**src/rtl/demux_1_to_4_stream.sv**
```systemverilog
// Packet-aware 1-to-4 stream demux with a one-entry output register per channel.
// Define DEMUX_BEAT_CNT_EN to add per-channel 16-bit transfer counters on beat_cnt_o.
module demux_1_to_4_stream #(
  parameter int DATA_WIDTH = 32
) (
  input  logic                  clk_i,
  input  logic                  rst_i,
  input  logic [DATA_WIDTH-1:0] data_i,
  input  logic [1:0]            select_i,
  input  logic                  last_i,
  input  logic                  valid_i,
  output logic                  ready_o,
  output logic [DATA_WIDTH-1:0] data0_o,
  output logic [DATA_WIDTH-1:0] data1_o,
  output logic [DATA_WIDTH-1:0] data2_o,
  output logic [DATA_WIDTH-1:0] data3_o,
  output logic                  last0_o,
  output logic                  last1_o,
  output logic                  last2_o,
  output logic                  last3_o,
  output logic                  valid0_o,
  output logic                  valid1_o,
  output logic                  valid2_o,
  output logic                  valid3_o,
`ifdef DEMUX_BEAT_CNT_EN
  output logic [63:0]           beat_cnt_o,
`endif
  input  logic                  ready0_i,
  input  logic                  ready1_i,
  input  logic                  ready2_i,
  input  logic                  ready3_i
);

  typedef enum logic {
    IDLE   = 1'b0,
    LOCKED = 1'b1
  } state_t;

  state_t state_reg, state_next;
  logic [1:0] sel_q, sel_next;
  logic [1:0] target;
  logic       accept;

  logic [3:0]            ch_ready;
  logic [3:0]            ch_valid;
  logic [3:0]            ch_last;
  logic [DATA_WIDTH-1:0] ch_data [4];

  assign ch_ready = {ready3_i, ready2_i, ready1_i, ready0_i};

  // The destination is only taken from select_i on the first beat of a packet.
  assign target  = (state_reg == IDLE) ? select_i : sel_q;
  assign ready_o = ~ch_valid[target] | ch_ready[target];
  assign accept  = valid_i & ready_o;

  always_ff @(posedge clk_i) begin
    if (rst_i) begin
      state_reg <= IDLE;
      sel_q     <= 2'd0;
    end else begin
      state_reg <= state_next;
      sel_q     <= sel_next;
    end
  end

  always_comb begin
    state_next = state_reg;
    sel_next   = sel_q;
    case (state_reg)
      IDLE: begin
        if (accept && !last_i) begin
          state_next = LOCKED;
          sel_next   = select_i;
        end
      end
      LOCKED: begin
        if (accept && last_i) begin
          state_next = IDLE;
        end
      end
      default: state_next = IDLE;
    endcase
  end

  genvar gi;
  generate
    for (gi = 0; gi < 4; gi++) begin : g_ch
      logic                  load;
      logic                  xfer;
      logic                  valid_reg;
      logic                  last_reg;
      logic [DATA_WIDTH-1:0] data_reg;

      assign load = accept && (target == 2'(gi));
      assign xfer = valid_reg & ch_ready[gi];

      // A load wins over a drain so back-to-back beats keep valid high.
      always_ff @(posedge clk_i) begin
        if (rst_i) begin
          valid_reg <= 1'b0;
          last_reg  <= 1'b0;
          data_reg  <= '0;
        end else if (load) begin
          valid_reg <= 1'b1;
          last_reg  <= last_i;
          data_reg  <= data_i;
        end else if (xfer) begin
          valid_reg <= 1'b0;
        end
      end

      assign ch_valid[gi] = valid_reg;
      assign ch_last[gi]  = last_reg;
      assign ch_data[gi]  = data_reg;

`ifdef DEMUX_BEAT_CNT_EN
      logic [15:0] cnt_reg;

      always_ff @(posedge clk_i) begin
        if (rst_i) begin
          cnt_reg <= 16'd0;
        end else if (xfer) begin
          cnt_reg <= cnt_reg + 16'd1;
        end
      end

      assign beat_cnt_o[16*gi +: 16] = cnt_reg;
`endif
    end
  endgenerate

  assign data0_o  = ch_data[0];
  assign data1_o  = ch_data[1];
  assign data2_o  = ch_data[2];
  assign data3_o  = ch_data[3];
  assign last0_o  = ch_last[0];
  assign last1_o  = ch_last[1];
  assign last2_o  = ch_last[2];
  assign last3_o  = ch_last[3];
  assign valid0_o = ch_valid[0];
  assign valid1_o = ch_valid[1];
  assign valid2_o = ch_valid[2];
  assign valid3_o = ch_valid[3];

endmodule

```
**config.mk**
```make
export PLATFORM = sky130hd
export DESIGN_NAME = demux_1_to_4_stream
export DESIGN_NICKNAME = d
export VERILOG_FILES = /design/src/rtl/demux_1_to_4_stream.sv
export SDC_FILE = /design/constraint.sdc
export NUM_CORES = 1
export LEC_CHECK = 0
export BUFFER_PORTS_ARGS = -buffer_cell sky130_fd_sc_hd__buf_4
export CORE_UTILIZATION = 39
export CTS_CLUSTER_SIZE = 25
export DETAILED_ROUTE_END_ITERATION = 10
export PLACE_DENSITY = 0.76
export SETUP_SLACK_MARGIN = 0.3
export SLEW_MARGIN = 25
export SYNTH_ARGS = -nofsm -noshare
export SYNTH_HDL_FRONTEND = slang
export SYNTH_SLANG_ARGS = --single-unit
```
**constraint.sdc**
```tcl
create_clock -name clk_i -period 4.6 [get_ports clk_i]
set_input_delay 0.92 -clock clk_i [delete_from_list [all_inputs] [get_ports clk_i]]
set_output_delay 0.92 -clock clk_i [all_outputs]
set_load 0.01 [all_outputs]
```
---- Word level (Yosys, flattened, before mapping) ----
Cells that the tools add are included.
word-level totals
  bits in registers ....................... 139
  input port bits ......................... 42
  output and inout port bits .............. 137
  logic and storage cells ................. 55
operators by class
  $lt $le $gt $ge ......................... 1
  equal/unequal tests ..................... 3
  mux-type cells .......................... 16
  bitwise operators ....................... 8
  reduce and logical (&&, ||, !) cells .... 13
operators by type and width
  kind                                                                   count
  1-bit two-way mux                                                      12
  2-bit nonzero test                                                     4
  1-bit logical AND                                                      6
  1-bit AND                                                              5
  1-bit binary-select mux with 2-bit select                              2
  2-bit equality test, second input constant                             2
  2-bit by 3-bit < comparator with 1-bit output, second input constant   1
  2-bit by 1-bit equality test with 1-bit output, second input constant  1
  2-bit logical NOT                                                      1
  2-bit two-way mux                                                      1
  1-bit inverter                                                         2
  1-bit case mux with 2 select lines                                     1
  2-bit AND reduction                                                    1
  1-bit logical NOT                                                      1
  1-bit bitwise OR                                                       1

---- Depth between registers and ports, before layout ----
  word-level depth ........................ 9
  mapped depth ............................ 7
  mapped depth without buffers ............ 4

---- Worst setup path after synthesis ----
OpenSTA, ideal clock, no wires.
  kind .................................... input to output
  start point ............................. in select_i[1]
  end point ............................... out ready_o
  arrival ................................. 1.703 ns
  data required time ...................... 3.680 ns
  setup slack ............................. 1.977 ns
  cell stages on the path ................. 4
  buffers on the path ..................... 0
  cells stage by stage .................... mux2_4 > mux2_2 > nand2_1 > o21ai_0
on the way
  longest elaborated chain between the ends .. 5
  elaborated cells between the ends (all ways) .. 7
  classes of those cells .................. mux (5); bitwise (2)
RTL lines
  element                                    RTL line  text
  from (decl)                                9         input logic [1:0] select_i,
  2-bit two-way mux *                        52        assign target = (state_reg == IDLE) ? select_i : sel_q;
  1-bit binary-select mux with 2-bit select  53        assign ready_o = ~ch_valid[target] | ch_ready[target];
  1-bit two-way mux (not written as such)    53
  1-bit inverter                             53
  1-bit bitwise OR *                         53
  to (decl)                                  12        output logic ready_o,
Every way passes the cells marked *; elsewhere a longest branch is shown, timed or not. The select of a mux whose other input is x is not followed.

==> results.tsv <==
metric	value	unit
clock_skew	9.56	ps
relSlewSlack	43.6	%
cp.required	3680	ps
cp_num_buf_inv	1	
path_cells	mux2_4, mux2_2, nand2_1, o21ai_0, buf_4	
synth_seq_cells	139	
clock_sinks	139	
synth-edff-count	0	
pin_count	179	
antenna_left	0	
drt_wl_total	14800	um
ir_drop	0.370	mV
max_stage_delay	580	ps
critPathMaxFanout	8	
netlist_instances	625	
synthesis.nets	667	
multi_input_area	2160	sq um
start_kind	flip-flop	
synth_warnings	0	
gp_congestion	0.803	
clk_pin_slew	60	ps
clockRootBuffer	clkbuf_16	
crit_family	multiplexers	
cts_hold_buf	0	
synth_flop_cell	dfxtp_1	
synthTopCellsByArea	dfxtp_1 53%, nand2_1 19%, a21oi_1 10%	
syn_area_per_cell	8.34	sq um
hold_viol	0	
vias_per_cell	4.87	
timing_worst_setup_path_type	flip-flop to output pin	
place_hpwl	9390	um
cpMaxStageDelayCell	dfxtp_1	
grt_max_degree	75	
met1_length	6480	um
ctsLongestPathBuffers	2	
cts_tree	done	
die_x	118	um
drt_iter0_drc	337	
power	3.06	mW
grt_pass1_vias	4548	
n_antenna_cell	0	
routedWlPerCell	15.3	um
gr-usage-all-layers	21.7	%
fmax	0.341	GHz
cts_resized	0	
port_buffers	178	
power_density	427	nW/um^2
grt_overflow_total	0	
worst_pin_slew	847	ps
drt_pass1_iterations	4	
netlist_area	5220	sq um
start_util	40.7	%
placementRows	41	
clk_latency	420	ps
hold_path.class	flip-flop to flip-flop	
area_growth	37.5	%
status	completed	
antenna_found_initial	0	
yosysTopAreaCellShare	53.4	%
holdPathStages	2	
p_leak	2.89	nW
cts_htree_levels	4	
layout-drive-gt1-share	31.9	%
yosysTopAreaCell	dfxtp_1	
drc	0	
numCtsBuffers	17	
r2r_cells	5	
die-area	13800	sq um
cts_setup_buffers	0	
cp_num_cells	5	
grt_pass1_wl	23800	um
num-fill-cells	1196	
cp.arrival	2010	ps
yosysMostFrequentCell	nand2_1	
synth_cell_type_count	23	
met2_length	6910	um
drv_cap	0	
async_flop_share	0	%
coreArea	12800	sq um
die_height	118	um
yosys-top-cells-count	268 x nand2_1, 139 x dfxtp_1, 107 x a21oi_1	
vias	4713	
rsz0062_at_grt	false	
period_needed	2930	ps
ys_seq_area_share	53.4	%
drv_slew	0	
period_share	63.7	%
route.met3.wl	1180	um
seq_area	2780	sq um
fin_util	55.9	%
nets	826	
critPathCaptureType	output pin	
setup_tns	0	ps
setup_viol	0	
dr.max_layer_used	met4	
## per-stage QoR
| step | setup slack, ps | instances | hold slack (ps) | instance area, sq um |
|---|---|---|---|---|
| after global routing | 1580 | 967 | 465 | 7170 |
| after floorplan | 1980 | 625 | 481 | 5220 |
| after global placement | 1730 | 937 | 442 | 6520 |
| after detailed placement | 1710 | 937 | 447 | 6530 |
| final | 1670 | 967 | 453 | 7170 |
| after CTS | 1650 | 967 | 455 | 7160 |
## placed cells by master, fill, tap and decap left out, drive strengths merged
cell      netlist  final
clkinvlp        0      1
dfxtp         139    139
buf            28    185
nor2            5      5
clkbuf         17     24
nor4            1      1
nand4           4      4
o32ai           1      1
nand2b          7      7
mux2i           6      6
nor3b           1      1
mux2            4      4
bufinv          0      3
o21ai           1      1
and4            4      4
o22ai           1      1
nand2         268    268
a21oi         137    137
clkinv          0      2
nor2b           1      1
## report_power, final
group / internal, mW / switching (mW) / total, mW
clock: 0.946 / 0.497 / 1.44
combinational: 0.139 / 0.194 / 0.333
sequential: 1.26 / 0.0306 / 1.29
## path summary, 6_finish.rpt
| check | start | end | slack, ps |
|---|---|---|---|
| hold reg to reg | data3_o[31] | data3_o[31] | 450 |
| setup / recovery | flip-flop | ready_o | 1670 |
| setup reg to reg | flip-flop | data2_o[1] | 2150 |
| hold / removal | data3_o[31] | data3_o[31] | 450 |
## metal layers
layer,GRT usage (%),vias up
met2,34.2,182
met4,8.41,0
met1,26.9,2164
li1,-,2347
met5,0,-
met3,7.85,20
## flip-flops by register name, summed over array words and instances, names as in the netlist, named ones only
name	cells
data0_o	32
data1_o	32
data2_o	32
data3_o	32
last0_o	1
last1_o	1
last2_o	1
last3_o	1
sel_q	2
valid0_o	1
valid1_o	1
valid2_o	1
valid3_o	1
## final cells by class
type / instances / area share, %
sequential: 139 / 38.8
multi-input combinational: 441 / 30.1
timing repair buffer: 185 / 19.4
clock buffer: 24 / 7.27
tap: 172 / 3.00
clock inverter: 6 / 1.50
## cells by family after synthesis
kind of cell	after synthesis	synth area share [%]
AO/OA/AOI/OAI	140	15.7
buffers and inverters	45	5.81
flip-flops	139	53.4
multiplexers	10	2.64
AND/OR/NAND/NOR	291	22.5
## worst register-to-register path: cells and delay by family (launching register included)
family	cells	cell delay, ps
AOI/OAI and AO/OA	1	120
buffers and inverters	1	390
DFF	1	580
muxes	1	420
and+or+nand+nor	2	880
Power figures use the tool's default switching activity.
